--- src/rtl/uart_gpio_bridge.sv ---
// Byte-command bridge between a UART AXI-Stream pair and banks of 8-bit GPIO ports.
// Commands: 'W' addr data -> ACK, 'R' addr -> addr value; input changes reported as 'C' idx value.
module uart_gpio_bridge #(
  parameter int NUM_OUT     = 4,
  parameter int NUM_IN      = 4,
  parameter int CMD_TIMEOUT = 8000
) (
  input  logic                 clk,
  input  logic                 rst_n,
  input  logic [7:0]           s_tdata,
  input  logic                 s_tvalid,
  output logic                 s_tready,
  output logic [7:0]           m_tdata,
  output logic                 m_tvalid,
  input  logic                 m_tready,
  output logic [NUM_OUT*8-1:0] gpio_out,
  input  logic [NUM_IN*8-1:0]  gpio_in,
  input  logic                 notify_en,
  output logic                 err
);

  localparam int TW = $clog2(CMD_TIMEOUT + 1);
  localparam logic [7:0] OP_W = 8'h57;
  localparam logic [7:0] OP_R = 8'h52;
  localparam logic [7:0] ACK  = 8'h06;
  localparam logic [7:0] NAK  = 8'h15;
  localparam logic [7:0] NOTE = 8'h43;

  typedef enum logic [2:0] {IDLE, CMD_ADDR, CMD_DATA, EXEC, TX} state_t;

  state_t          state_q;
  logic [7:0]      op_q, addr_q, data_q;
  logic [TW-1:0]   idle_q;
  logic [7:0]      buf_q [3];
  logic [1:0]      cnt_q, idx_q;
  logic [7:0]      m_tdata_q;
  logic            m_tvalid_q, err_q;

  logic [NUM_IN*8-1:0] sync_vec;
  logic [NUM_IN-1:0]   diff;
  logic                accept, notify_hit, notify_fire, rd_ok, wr_ok;
  logic [7:0]          notify_idx, notify_val, rd_val;

  assign s_tready = rst_n && (state_q == IDLE || state_q == CMD_ADDR || state_q == CMD_DATA);
  assign accept   = s_tvalid && s_tready;
  assign m_tdata  = m_tdata_q;
  assign m_tvalid = m_tvalid_q;
  assign err      = err_q;
  assign rd_ok    = addr_q < 8'(NUM_IN);
  assign wr_ok    = addr_q < 8'(NUM_OUT);
  assign notify_fire = (state_q == IDLE) && !s_tvalid && notify_en && notify_hit;

  genvar gi;
  generate
    for (gi = 0; gi < NUM_IN; gi++) begin : g_in
      logic [7:0] meta_q, sync_q, last_q;
      // Synchronizer flops stay un-reset so the reset-time copy load sees live inputs.
      always_ff @(posedge clk) begin
        meta_q <= gpio_in[gi*8 +: 8];
        sync_q <= meta_q;
      end
      always_ff @(posedge clk) begin
        if (!rst_n || !notify_en)
          last_q <= sync_q;
        else if (notify_fire && notify_idx == 8'(gi))
          last_q <= sync_q;
      end
      assign sync_vec[gi*8 +: 8] = sync_q;
      assign diff[gi] = (sync_q != last_q);
    end

    for (gi = 0; gi < NUM_OUT; gi++) begin : g_out
      logic [7:0] out_q;
      always_ff @(posedge clk) begin
        if (!rst_n)
          out_q <= 8'h00;
        else if (state_q == EXEC && op_q == OP_W && addr_q == 8'(gi))
          out_q <= data_q;
      end
      assign gpio_out[gi*8 +: 8] = out_q;
    end
  endgenerate

  always_comb begin
    rd_val = 8'h00;
    for (int k = 0; k < NUM_IN; k++)
      if (addr_q == 8'(k)) rd_val = sync_vec[k*8 +: 8];
  end

  // Scanning downwards leaves the lowest changed index as the winner.
  always_comb begin
    notify_hit = 1'b0;
    notify_idx = 8'h00;
    notify_val = 8'h00;
    for (int k = NUM_IN - 1; k >= 0; k--) begin
      if (diff[k]) begin
        notify_hit = 1'b1;
        notify_idx = 8'(k);
        notify_val = sync_vec[k*8 +: 8];
      end
    end
  end

  always_ff @(posedge clk) begin
    if (!rst_n) begin
      state_q    <= IDLE;
      op_q       <= 8'h00;
      addr_q     <= 8'h00;
      data_q     <= 8'h00;
      idle_q     <= '0;
      buf_q[0]   <= 8'h00;
      buf_q[1]   <= 8'h00;
      buf_q[2]   <= 8'h00;
      cnt_q      <= 2'd0;
      idx_q      <= 2'd0;
      m_tdata_q  <= 8'h00;
      m_tvalid_q <= 1'b0;
      err_q      <= 1'b0;
    end else begin
      err_q <= 1'b0;
      case (state_q)
        IDLE: begin
          if (accept) begin
            if (s_tdata == OP_W || s_tdata == OP_R) begin
              op_q    <= s_tdata;
              idle_q  <= '0;
              state_q <= CMD_ADDR;
            end else begin
              buf_q[0]   <= NAK;
              cnt_q      <= 2'd1;
              idx_q      <= 2'd1;
              m_tdata_q  <= NAK;
              m_tvalid_q <= 1'b1;
              err_q      <= 1'b1;
              state_q    <= TX;
            end
          end else if (notify_fire) begin
            buf_q[0]   <= NOTE;
            buf_q[1]   <= notify_idx;
            buf_q[2]   <= notify_val;
            cnt_q      <= 2'd3;
            idx_q      <= 2'd1;
            m_tdata_q  <= NOTE;
            m_tvalid_q <= 1'b1;
            state_q    <= TX;
          end
        end
        CMD_ADDR, CMD_DATA: begin
          if (accept) begin
            idle_q <= '0;
            if (state_q == CMD_ADDR) begin
              addr_q  <= s_tdata;
              state_q <= (op_q == OP_W) ? CMD_DATA : EXEC;
            end else begin
              data_q  <= s_tdata;
              state_q <= EXEC;
            end
          end else if (idle_q == TW'(CMD_TIMEOUT - 1)) begin
            idle_q  <= '0;
            err_q   <= 1'b1;
            state_q <= IDLE;
          end else begin
            idle_q <= idle_q + 1'b1;
          end
        end
        EXEC: begin
          m_tvalid_q <= 1'b1;
          idx_q      <= 2'd1;
          state_q    <= TX;
          if (op_q == OP_W && wr_ok) begin
            buf_q[0]  <= ACK;
            cnt_q     <= 2'd1;
            m_tdata_q <= ACK;
          end else if (op_q == OP_R && rd_ok) begin
            buf_q[0]  <= addr_q;
            buf_q[1]  <= rd_val;
            cnt_q     <= 2'd2;
            m_tdata_q <= addr_q;
          end else begin
            buf_q[0]  <= NAK;
            cnt_q     <= 2'd1;
            m_tdata_q <= NAK;
            err_q     <= 1'b1;
          end
        end
        TX: begin
          if (m_tready) begin
            if (idx_q == cnt_q) begin
              m_tvalid_q <= 1'b0;
              m_tdata_q  <= 8'h00;
              state_q    <= IDLE;
            end else begin
              m_tdata_q <= buf_q[idx_q];
              idx_q     <= idx_q + 2'd1;
            end
          end
        end
        default: state_q <= IDLE;
      endcase
    end
  end

endmodule
--- config.mk ---
export PLATFORM = sky130hd
export DESIGN_NAME = uart_gpio_bridge
export DESIGN_NICKNAME = d
export VERILOG_FILES = /design/src/rtl/uart_gpio_bridge.sv
export SDC_FILE = /design/constraint.sdc
export NUM_CORES = 1
export LEC_CHECK = 0
export CAP_MARGIN = 0
export CORE_ASPECT_RATIO = 1.25
export CORE_MARGIN = 4
export CORE_UTILIZATION = 50
export CTS_BUF_LIST = sky130_fd_sc_hd__clkbuf_8
export DETAILED_ROUTE_END_ITERATION = 8
export DONT_BUFFER_PORTS = 1
export PLACE_DENSITY = 0.71
export SLEW_MARGIN = 20
export SYNTH_ARGS = -nofsm -noshare
export SYNTH_HDL_FRONTEND = slang
export SYNTH_SLANG_ARGS = --single-unit
--- constraint.sdc ---
create_clock -name clk -period 4.1 [get_ports clk]
set_input_delay 0.82 -clock clk [delete_from_list [all_inputs] [get_ports clk]]
set_output_delay 0.82 -clock clk [all_outputs]
set_load 0.05 [all_outputs]
==> out/results.md, run 1 <==
| Group | Parameter | Value |
| --- | --- | --- |
| worst setup path | Critical path arrival | 3.10 ns |
| clock tree | Hold-fix buffers, CTS | 0 |
| worst setup path | Critical Path Source Type | flip-flop |
| timing | Setup-failing EPs final | 0 |
| global route | Global-route met1 utilization | 22.1% |
| layout | Share of cells above drive strength 1 | 11.9% |
| worst setup path | Crit. End Element | flip-flop |
| timing | Time the worst path needs with I/O delays and setup | 2.69 ns |
| logic synthesis | Register area share after synthesis | 58.9% |
| die | Top-Level Pins | 88 |
| layout | Diodes inserted | 0 |
| timing | Ratio of final minimum period to clock period | 65.6% |
| worst setup path | Largest fanout of any net on the critical path | 11 |
| timing | Clk_skew | 0.0298 ns |
| logic synthesis | Fraction of registers with async set or reset after synthesis | 0% |
| pwr | Pleak | 0.00330 uW |
| logic synthesis | Gate Count Post-Synth | 690 |
| global route | Most congested layer reported by global routing | met2 |
| hold path | Worst hold start | g_in[1].meta_q[6] |
| timing | Total count of max-transition violations in the final report | 0 |
| clock tree | Count of clock tree sinks | 208 |
| pwr | Part of the power in registers | 54.9% |
| flow run | Max-cap violations | 0 |
| worst setup path | Critical setup path kind | flip-flop to flip-flop |
| hold path | Class of the tightest hold or removal check | flip-flop to flip-flop |
| timing | Achievable clock frequency | 372 MHz |
| hold path | WHS Endpoint | g_in[1].sync_q[6] |
| global route | Routing usage on met3 | 4.80% |
| pwr | Combinational share of power | 5.5% |
| clock tree | Number of buffers added by the clock tree synthesis step | 34 |
| die | CORE AREA | 15600 um^2 |
| timing | Final total negative setup slack | 0 ns |
| timing | Worst slew slack as a fraction of its limit | 36.7% |
| logic synthesis | Yosys reg bits | 208 |
| placed design | Sum of net half-perimeters after detailed placement | 12100 um |
| clock tree | Largest buffer count on any clock path | 3 |
| die | DIE WIDTH | 121 um |
| worst setup path | Reg2reg end | g_out[1].out_q[5] |
| drt | Number of remaining DRC errors | 0 |
| pwr | Areal power density over the cells | 480 nW/um^2 |
| timing | Slew @ Worst Pin | 0.945 ns |
| placed design | Number of port buffers | 0 |
| global route | GR Util All Layers | 18.9% |
| drt | Avg WL per Cell | 18.0 um |
| global route | Pin count of the biggest net entering global routing | 90 |
| global route | Met2 demand-to-capacity share in global routing | 32.5% |
| die | Die span in y | 150 um |
| clock tree | Cell at the root of the clock tree | sky130_fd_sc_hd__clkbuf_8 |
| pwr | Net switching fraction of the power | 23.7% |
| status | Status | complete, no violations |
| logic synthesis | Number of distinct library cells after synthesis | 69 |
| layout | Area overhead of the layout relative to synthesis | 10.3% |
| worst setup path | Path depth of the worst reg2reg path | 6 |
| clock tree | TritonCTS clock tree | built |
| clock tree | Post-CTS setup repair buffer count | 0 |
| clock tree | H-tree depth | 2 |
| drt | Drt pass-1 iters | 4 |
| pwr | Internal power | 3240 uW |
| layout | Total number of nets in the final design | 747 |
| logic synthesis | Number of enable-type register cells in the synthesized netlist | 56 |
| clock tree | Clock latency reported for the late side of the worst-skew pair | 0.52 ns |
| layout | Most common library cell in the layout ignoring fill and taps | sky130_fd_sc_hd__dfxtp_1 |
| global route | Aggregate global routing overflow | 0 |
| logic synthesis | Post-synth top flop | sky130_fd_sc_hd__dfxtp_1 |
| placed design | Final GP Congestion | 0.865 |
| global route | Via count of the first global-routing pass | 5342 |
| pwr | Power dissipated by switching net loads | 1000 uW |
| clock tree | Resize count post-CTS | 0 |
| hold path | Hold-critical path depth | 0 |
| die | Initial Utilization | 51.3% |
| pwr | Final Total Pwr | 4240 uW |
| drt | Number of nets with antenna violations after detailed routing | 0 |
| logic synthesis | Area of the mapped netlist | 8020 um^2 |
| logic synthesis | Avg Synthesized Cell Area | 11.6 um^2 |
| die | Die Outline Area | 18100 um^2 |
| drt | Vias per Instance | 5.57 |
| drt | First DRT Iteration DRCs | 354 |
| worst setup path | Beginning of the worst register-to-register path | state_q[1] |
| worst setup path | Data required time at the worst endpoint | 4.51 ns |
| drt | Wire length after detailed routing | 16800 um |
| drt | Overall via count from detail_route | 5210 |
| timing | Setup repair after global routing missed its margin | no |
| layout | Final core utilization | 56.6% |
| logic synthesis | Number of synthesis warnings | 0 |
| die | Placement Rows | 51 |
| global route | Global-route wire length before repair | 27200 um |
| pwr | Peak supply drop | 0.391 mV |
| timing | Count of final hold-check violations | 0 |
| pwr | Fraction of power consumed by the clock network | 39.7% |
| clock tree | Clock slew seen by the registers of the worst setup and hold paths | 0.06 ns |
| layout | Leading cell types in the layout, fill and taps excluded | sky130_fd_sc_hd__dfxtp_1 (152), sky130_fd_sc_hd__nand2_1 (66), sky130_fd_sc_hd__edfxtp_1 (56) |
| worst setup path | Reg-to-reg slack, setup | 1.41 ns |
| global route | Initial antenna violation count | 0 |
[worst max-delay path by stage]
| stage | start | endpoint | slack [ns] | cells past startpoint |
|---|---|---|---|---|
| detailed placement | s_tdata[3] | buf_q[0][7] | 1.35 | 5 |
| global route | state_q[1] | g_out[1].out_q[4] | 1.24 | 6 |
| floorplan | rst_n | s_tready | 1.46 | 3 |
| finish | state_q[1] | g_out[1].out_q[5] | 1.41 | 6 |
| CTS | state_q[1] | g_out[1].out_q[5] | 1.41 | 6 |
| global placement | s_tdata[3] | buf_q[0][3] | 1.45 | 5 |
[cells by family (layout without fill, tap and decap cells)]
logic type,Yosys count,after routing,synth area share [%]
AND/OR/NAND/NOR,229,229,15.5
multiplexers,54,54,7.99
AO/OA/AOI/OAI,110,110,10.2
XOR/XNOR,47,47,5.13
other,1,3,0.0468
flip-flops,208,208,58.9
buffers and inverters,40,71,2.08
adder cells (fa/ha/maj),1,1,0.156
[synth_stat cells (5+ instances only)]
master	count	area (um^2)
sky130_fd_sc_hd__dfxtp_1	152	3040
sky130_fd_sc_hd__nand2_1	66	248
sky130_fd_sc_hd__edfxtp_1	56	1680
sky130_fd_sc_hd__mux2i_1	46	460
sky130_fd_sc_hd__nor2b_1	42	263
sky130_fd_sc_hd__nor2_1	39	146
sky130_fd_sc_hd__xor2_1	35	307
sky130_fd_sc_hd__clkbuf_1	22	82.6
sky130_fd_sc_hd__a21oi_1	17	85.1
sky130_fd_sc_hd__nand3_1	14	70.1
sky130_fd_sc_hd__a21boi_0	13	97.6
sky130_fd_sc_hd__and2_1	12	75.1
sky130_fd_sc_hd__o21ai_0	12	60.1
sky130_fd_sc_hd__xnor2_1	12	105
sky130_fd_sc_hd__buf_2	9	45.0
sky130_fd_sc_hd__nand4_1	9	56.3
sky130_fd_sc_hd__a221oi_1	8	70.1
sky130_fd_sc_hd__a22o_1	8	70.1
sky130_fd_sc_hd__and3_1	8	50.1
sky130_fd_sc_hd__mux4_2	8	180
sky130_fd_sc_hd__nor4_1	7	43.8
sky130_fd_sc_hd__o21a_1	7	52.6
sky130_fd_sc_hd__a21boi_1	6	45.0
sky130_fd_sc_hd__inv_1	6	22.5
sky130_fd_sc_hd__a21o_1	5	37.5
[power by group through the flow]
stage | combinational (uW) | clock (uW) | sequential (uW)
floorplan | 208 | 0 | 2330
detailed placement | 230 | 0 | 2370
global route | 257 | 1830 | 2340
global placement | 223 | 0 | 2370
CTS | 232 | 1730 | 2330
finish | 232 | 1680 | 2330
[sequential cells by signal, summed over array words and instances (netlist names), named ones only]
signal	flops
addr_q	8
buf_q	24
cnt_q	2
data_q	8
err	1
g_in.last_q	32
g_in.meta_q	32
g_in.sync_q	32
g_out.out_q	32
idle_q	13
idx_q	2
m_tdata	8
m_tvalid	1
op_q	8
state_q	3
[routing by layer]
metal | vias to the layer above | wire length, um
met5 | - | 0
met4 | 0 | 606
met3 | 39 | 1040
met2 | 164 | 8630
met1 | 2517 | 6550
li1 | 2490 | -
[through the flow]
stage               worst slack [ns]  area [um^2]  hold WS (ns)  cells
floorplan                       1.46         8030         0.310    692
finish                          1.41         8840         0.307    935
detailed placement              1.35         8200         0.312    877
CTS                             1.41         8840         0.297    935
global placement                1.45         8200         0.310    877
global route                    1.24         8840         0.295    935
[layout make-up]
class	count	area, um^2
fill	1340	6790
timing repair buffer	6	45.0
clock buffer	38	523
tap	212	265
multi-input combinational	444	3140
clock inverter	20	118
sequential	208	4720
inverter	7	26.3
[critical path, cell delays in order, from the launching register on]
cell,delay (ns)
sky130_fd_sc_hd__dfxtp_1,0.56
sky130_fd_sc_hd__nand2_1,0.14
sky130_fd_sc_hd__or2_2,0.41
sky130_fd_sc_hd__or3_4,0.46
sky130_fd_sc_hd__nor3b_2,0.67
sky130_fd_sc_hd__mux2i_1,0.27
sky130_fd_sc_hd__nor2b_1,0.06
Power figures use the tool's default switching activity.
==> run 2, diff against run 1 <==
--- a/config.mk
+++ b/config.mk
@@ -5,6 +5,7 @@
 export SDC_FILE = /design/constraint.sdc
 export NUM_CORES = 1
 export LEC_CHECK = 0
+export ABC_AREA = 1
 export CAP_MARGIN = 0
 export CORE_ASPECT_RATIO = 1.25
 export CORE_MARGIN = 4
==> constraint.sdc (replaced) <==
create_clock -name clk -period 2.5 [get_ports clk]
set_input_delay 0.5 -clock clk [delete_from_list [all_inputs] [get_ports clk]]
set_output_delay 0.5 -clock clk [all_outputs]
set_load 0.05 [all_outputs]
==> run 2 against run 1 <==
Register-to-register slack worse by 1.1 ns; die area down 0.47%; highest routed layer unchanged; synthesized area down 0.50%; sequential power up 72%; combinational power rose to 3.5 times the previous value.
==> out/results.md, run 2 <==
| Group | Parameter | Value |
| --- | --- | --- |
| status | Status | complete, no violations |
| timing | Time the worst path needs with I/O delays and setup | 2.15 ns |
| placed design | Sum of net half-perimeters after detailed placement | 12100 um |
| global route | Pin count of the biggest net entering global routing | 61 |
| pwr | Areal power density over the cells | 835 nW/um^2 |
| drt | Number of remaining DRC errors | 0 |
| placed design | Number of port buffers | 0 |
| global route | Aggregate global routing overflow | 0 |
| logic synthesis | Gate Count Post-Synth | 902 |
| die | DIE WIDTH | 121 um |
| pwr | Peak supply drop | 0.581 mV |
| clock tree | TritonCTS clock tree | built |
| logic synthesis | Fraction of registers with async set or reset after synthesis | 0% |
| layout | Summed area of non-filler cells in the final layout | 9260 um^2 |
| logic synthesis | Number of synthesis warnings | 0 |
| logic synthesis | Library cell with the largest summed area after synthesis | sky130_fd_sc_hd__dfxtp_1 |
| drt | Avg WL per Cell | 14.2 um |
| timing | Slew @ Worst Pin | 0.620 ns |
| pwr | Combinational share of power | 10.6% |
| layout | Diodes inserted | 0 |
| global route | Global-route wire length before repair | 26900 um |
| timing | Final total negative setup slack | 0 ns |
| logic synthesis | Avg Synthesized Cell Area | 8.85 um^2 |
| logic synthesis | Post-synth top flop | sky130_fd_sc_hd__dfxtp_1 |
| logic synthesis | Area of the mapped netlist | 7980 um^2 |
| worst setup path | Critical Path Source Type | flip-flop |
| timing | Clk_skew | 0.0248 ns |
| logic synthesis | Yosys reg bits | 208 |
| layout | Share of cells above drive strength 1 | 9.25% |
| drt | First DRT Iteration DRCs | 309 |
| die | Die Outline Area | 18100 um^2 |
| layout | Area of combinational cells with multiple inputs | 2720 um^2 |
| global route | Via count of the first global-routing pass | 5588 |
| worst setup path | Data required time at the worst endpoint | 2.72 ns |
| timing | Ratio of final minimum period to clock period | 85.8% |
| worst setup path | Largest fanout of any net on the critical path | 9 |
| worst setup path | Critical path arrival | 2.36 ns |
| timing | Worst slew slack as a fraction of its limit | 58.7% |
| logic synthesis | Register area share after synthesis | 59.2% |
| worst setup path | Crit. End Element | flip-flop |
| placed design | Final GP Congestion | 0.928 |
| global route | Initial antenna violation count | 0 |
| timing | Setup repair after global routing missed its margin | no |
| layout | Leading cell types in the layout, fill and taps excluded | sky130_fd_sc_hd__nand2_1 (180), sky130_fd_sc_hd__dfxtp_1 (152), sky130_fd_sc_hd__inv_1 (114) |
| logic synthesis | Fraction of synthesized cell area taken by the top area cell type | 38.1% |
| logic synthesis | Most instantiated cells after synthesis | sky130_fd_sc_hd__nand2_1 (180), sky130_fd_sc_hd__dfxtp_1 (152), sky130_fd_sc_hd__inv_1 (111) |
| timing | Count of final hold-check violations | 0 |
| clock tree | Cell at the root of the clock tree | sky130_fd_sc_hd__clkbuf_8 |
| timing | Achievable clock frequency | 466 MHz |
| logic synthesis | Number of enable-type register cells in the synthesized netlist | 56 |
| layout | Storage cell area | 4720 um^2 |
| clock tree | Clock slew seen by the registers of the worst setup and hold paths | 0.07 ns |
| drt | Drt pass-1 iters | 6 |
| clock tree | Clock latency reported for the late side of the worst-skew pair | 0.54 ns |
| pwr | Power dissipated by switching net loads | 2050 uW |
| drt | Number of nets with antenna violations after detailed routing | 0 |
| die | Top-Level Pins | 88 |
| timing | Final worst hold slack | 0.107 ns |
| drt | Vias per Instance | 5.04 |
| die | Die span in y | 149 um |
| timing | Total count of max-transition violations in the final report | 0 |
| pwr | Fraction of power consumed by the clock network | 37.6% |
| drt | Overall via count from detail_route | 6033 |
| clock tree | H-tree depth | 1 |
| layout | Area overhead of the layout relative to synthesis | 16.1% |
| clock tree | Number of buffers added by the clock tree synthesis step | 31 |
| layout | Layout fillers | 1371 |
| die | Initial Utilization | 51.0% |
| clock tree | Count of clock tree sinks | 208 |
| drt | Wire length after detailed routing | 17000 um |
| pwr | Part of the power in registers | 51.8% |
| logic synthesis | Most frequent cell after synthesis | sky130_fd_sc_hd__nand2_1 |
| layout | Most common library cell in the layout ignoring fill and taps | sky130_fd_sc_hd__nand2_1 |
| logic synthesis | Number of distinct library cells after synthesis | 42 |
| die | CORE AREA | 15600 um^2 |
| global route | GR Util All Layers | 18.4% |
| die | Placement Rows | 51 |
| hold path | Class of the tightest hold or removal check | primary input to flip-flop |
| timing | Setup-failing EPs final | 0 |
| pwr | Internal power | 5690 uW |
| layout | Total number of nets in the final design | 1006 |
| pwr | Net switching fraction of the power | 26.5% |
| flow run | Max-cap violations | 0 |
| logic synthesis | Cells taking the most area after synthesis | sky130_fd_sc_hd__dfxtp_1 (38%), sky130_fd_sc_hd__edfxtp_1 (21%), sky130_fd_sc_hd__nand2_1 (8.5%), sky130_fd_sc_hd__a21oi_1 (6.3%), sky130_fd_sc_hd__inv_1 (5.2%) |
| pwr | Pleak | 0.00389 uW |
| placed design | Cell Area, Placed | 8260 um^2 |
| clock tree | Largest buffer count on any clock path | 3 |
| worst setup path | Critical setup path kind | flip-flop to flip-flop |
## run 2: changes by cell type after synthesis, moves of 14 or more
cell	before	now
sky130_fd_sc_hd__o21ai_0	12	76
sky130_fd_sc_hd__xor2_1	35	2
sky130_fd_sc_hd__xnor2_1	12	26
sky130_fd_sc_hd__nor2b_1	42	0
sky130_fd_sc_hd__mux2i_1	46	0
sky130_fd_sc_hd__nor2_1	39	69
sky130_fd_sc_hd__nand2_1	66	180
sky130_fd_sc_hd__inv_1	6	111
sky130_fd_sc_hd__a21oi_1	17	101
## run 2: path summary, 6_finish.rpt
path / start / endpoint / slack (ns) / cells after the start
worst max-delay path: g_in[2].sync_q[0] / buf_q[0][4] / 0.35 / 10
worst min-delay path: rst_n / err / 0.11 / 2
worst max register to register: g_in[2].sync_q[0] / buf_q[0][4] / 0.35 / 10
worst min register to register: g_in[2].meta_q[4] / g_in[2].sync_q[4] / 0.32 / 0
## run 2: cell families (layout without fill, tap and decap cells)
family                   count (synthesis)  in the layout  synth area share [%]
AO/OA/AOI/OAI                          197            197                  12.9
XOR/XNOR                                28             28                  3.07
adder cells (fa/ha/maj)                  1              1                 0.157
buffers and inverters                  141            221                  6.77
flip-flops                             208            208                  59.2
other                                    1              3                0.0470
AND/OR/NAND/NOR                        326            326                  17.8
## run 2: layout make-up
| type | instances | share of cell area (%) |
|---|---|---|
| clock buffers | 37 | 5.50 |
| clock inverters | 20 | 1.89 |
| inverters | 118 | 4.78 |
| multi-input cells | 555 | 29.4 |
| flip-flops and latches | 208 | 51.0 |
| well taps | 212 | 2.86 |
| repair buffers | 46 | 4.59 |
## run 2: power groups by stage
stage / clock (uW) / combinational [uW] / sequential (uW)
after floorplan: 0 / 638 / 4020
after global placement: 0 / 770 / 4070
after detailed placement: 0 / 781 / 4080
after CTS: 3000 / 821 / 4010
after global routing: 3140 / 932 / 4030
final: 2910 / 821 / 4000
## run 2: metal layers
layer | up-vias | GRT usage (%) | wire length (um)
li1 | 3086 | - | -
met1 | 2737 | 21.0 | 6820
met2 | 168 | 33.6 | 8820
met3 | 42 | 3.00 | 823
met4 | 0 | 7.99 | 563
met5 | - | 0 | 0
## run 2: what timing repair did
item,in CTS,in global routing
gates resized for setup,0,0
setup buffers,0,0
endpoints found under the hold margin,32,0
hold buffers,32,0
## run 2: critical path, cell delays in order, from the launching register on
cell	delay, ns
sky130_fd_sc_hd__dfxtp_1	0.41
sky130_fd_sc_hd__xnor2_1	0.14
sky130_fd_sc_hd__nand2_1	0.09
sky130_fd_sc_hd__nor2_1	0.20
sky130_fd_sc_hd__nand2_2	0.17
sky130_fd_sc_hd__nor2_1	0.17
sky130_fd_sc_hd__nand2_1	0.10
sky130_fd_sc_hd__nand2_1	0.09
sky130_fd_sc_hd__nand2_2	0.05
sky130_fd_sc_hd__nand2_1	0.14
sky130_fd_sc_hd__nand2_1	0.26
## run 2: per-stage QoR
step | cells | setup slack [ns] | utilization [%] | power (uW)
6_report | 1196 | 0.354 | 59.3 | 7740
5_1_grt | 1196 | 0.186 | 59.3 | 8100
4_1_cts | 1196 | 0.381 | 59.3 | 7830
3_5_place_dp | 1107 | 0.384 | 52.8 | 4860
3_3_place_gp | 1107 | 0.422 | 52.8 | 4840
2_1_floorplan | 904 | 0.214 | - | 4660
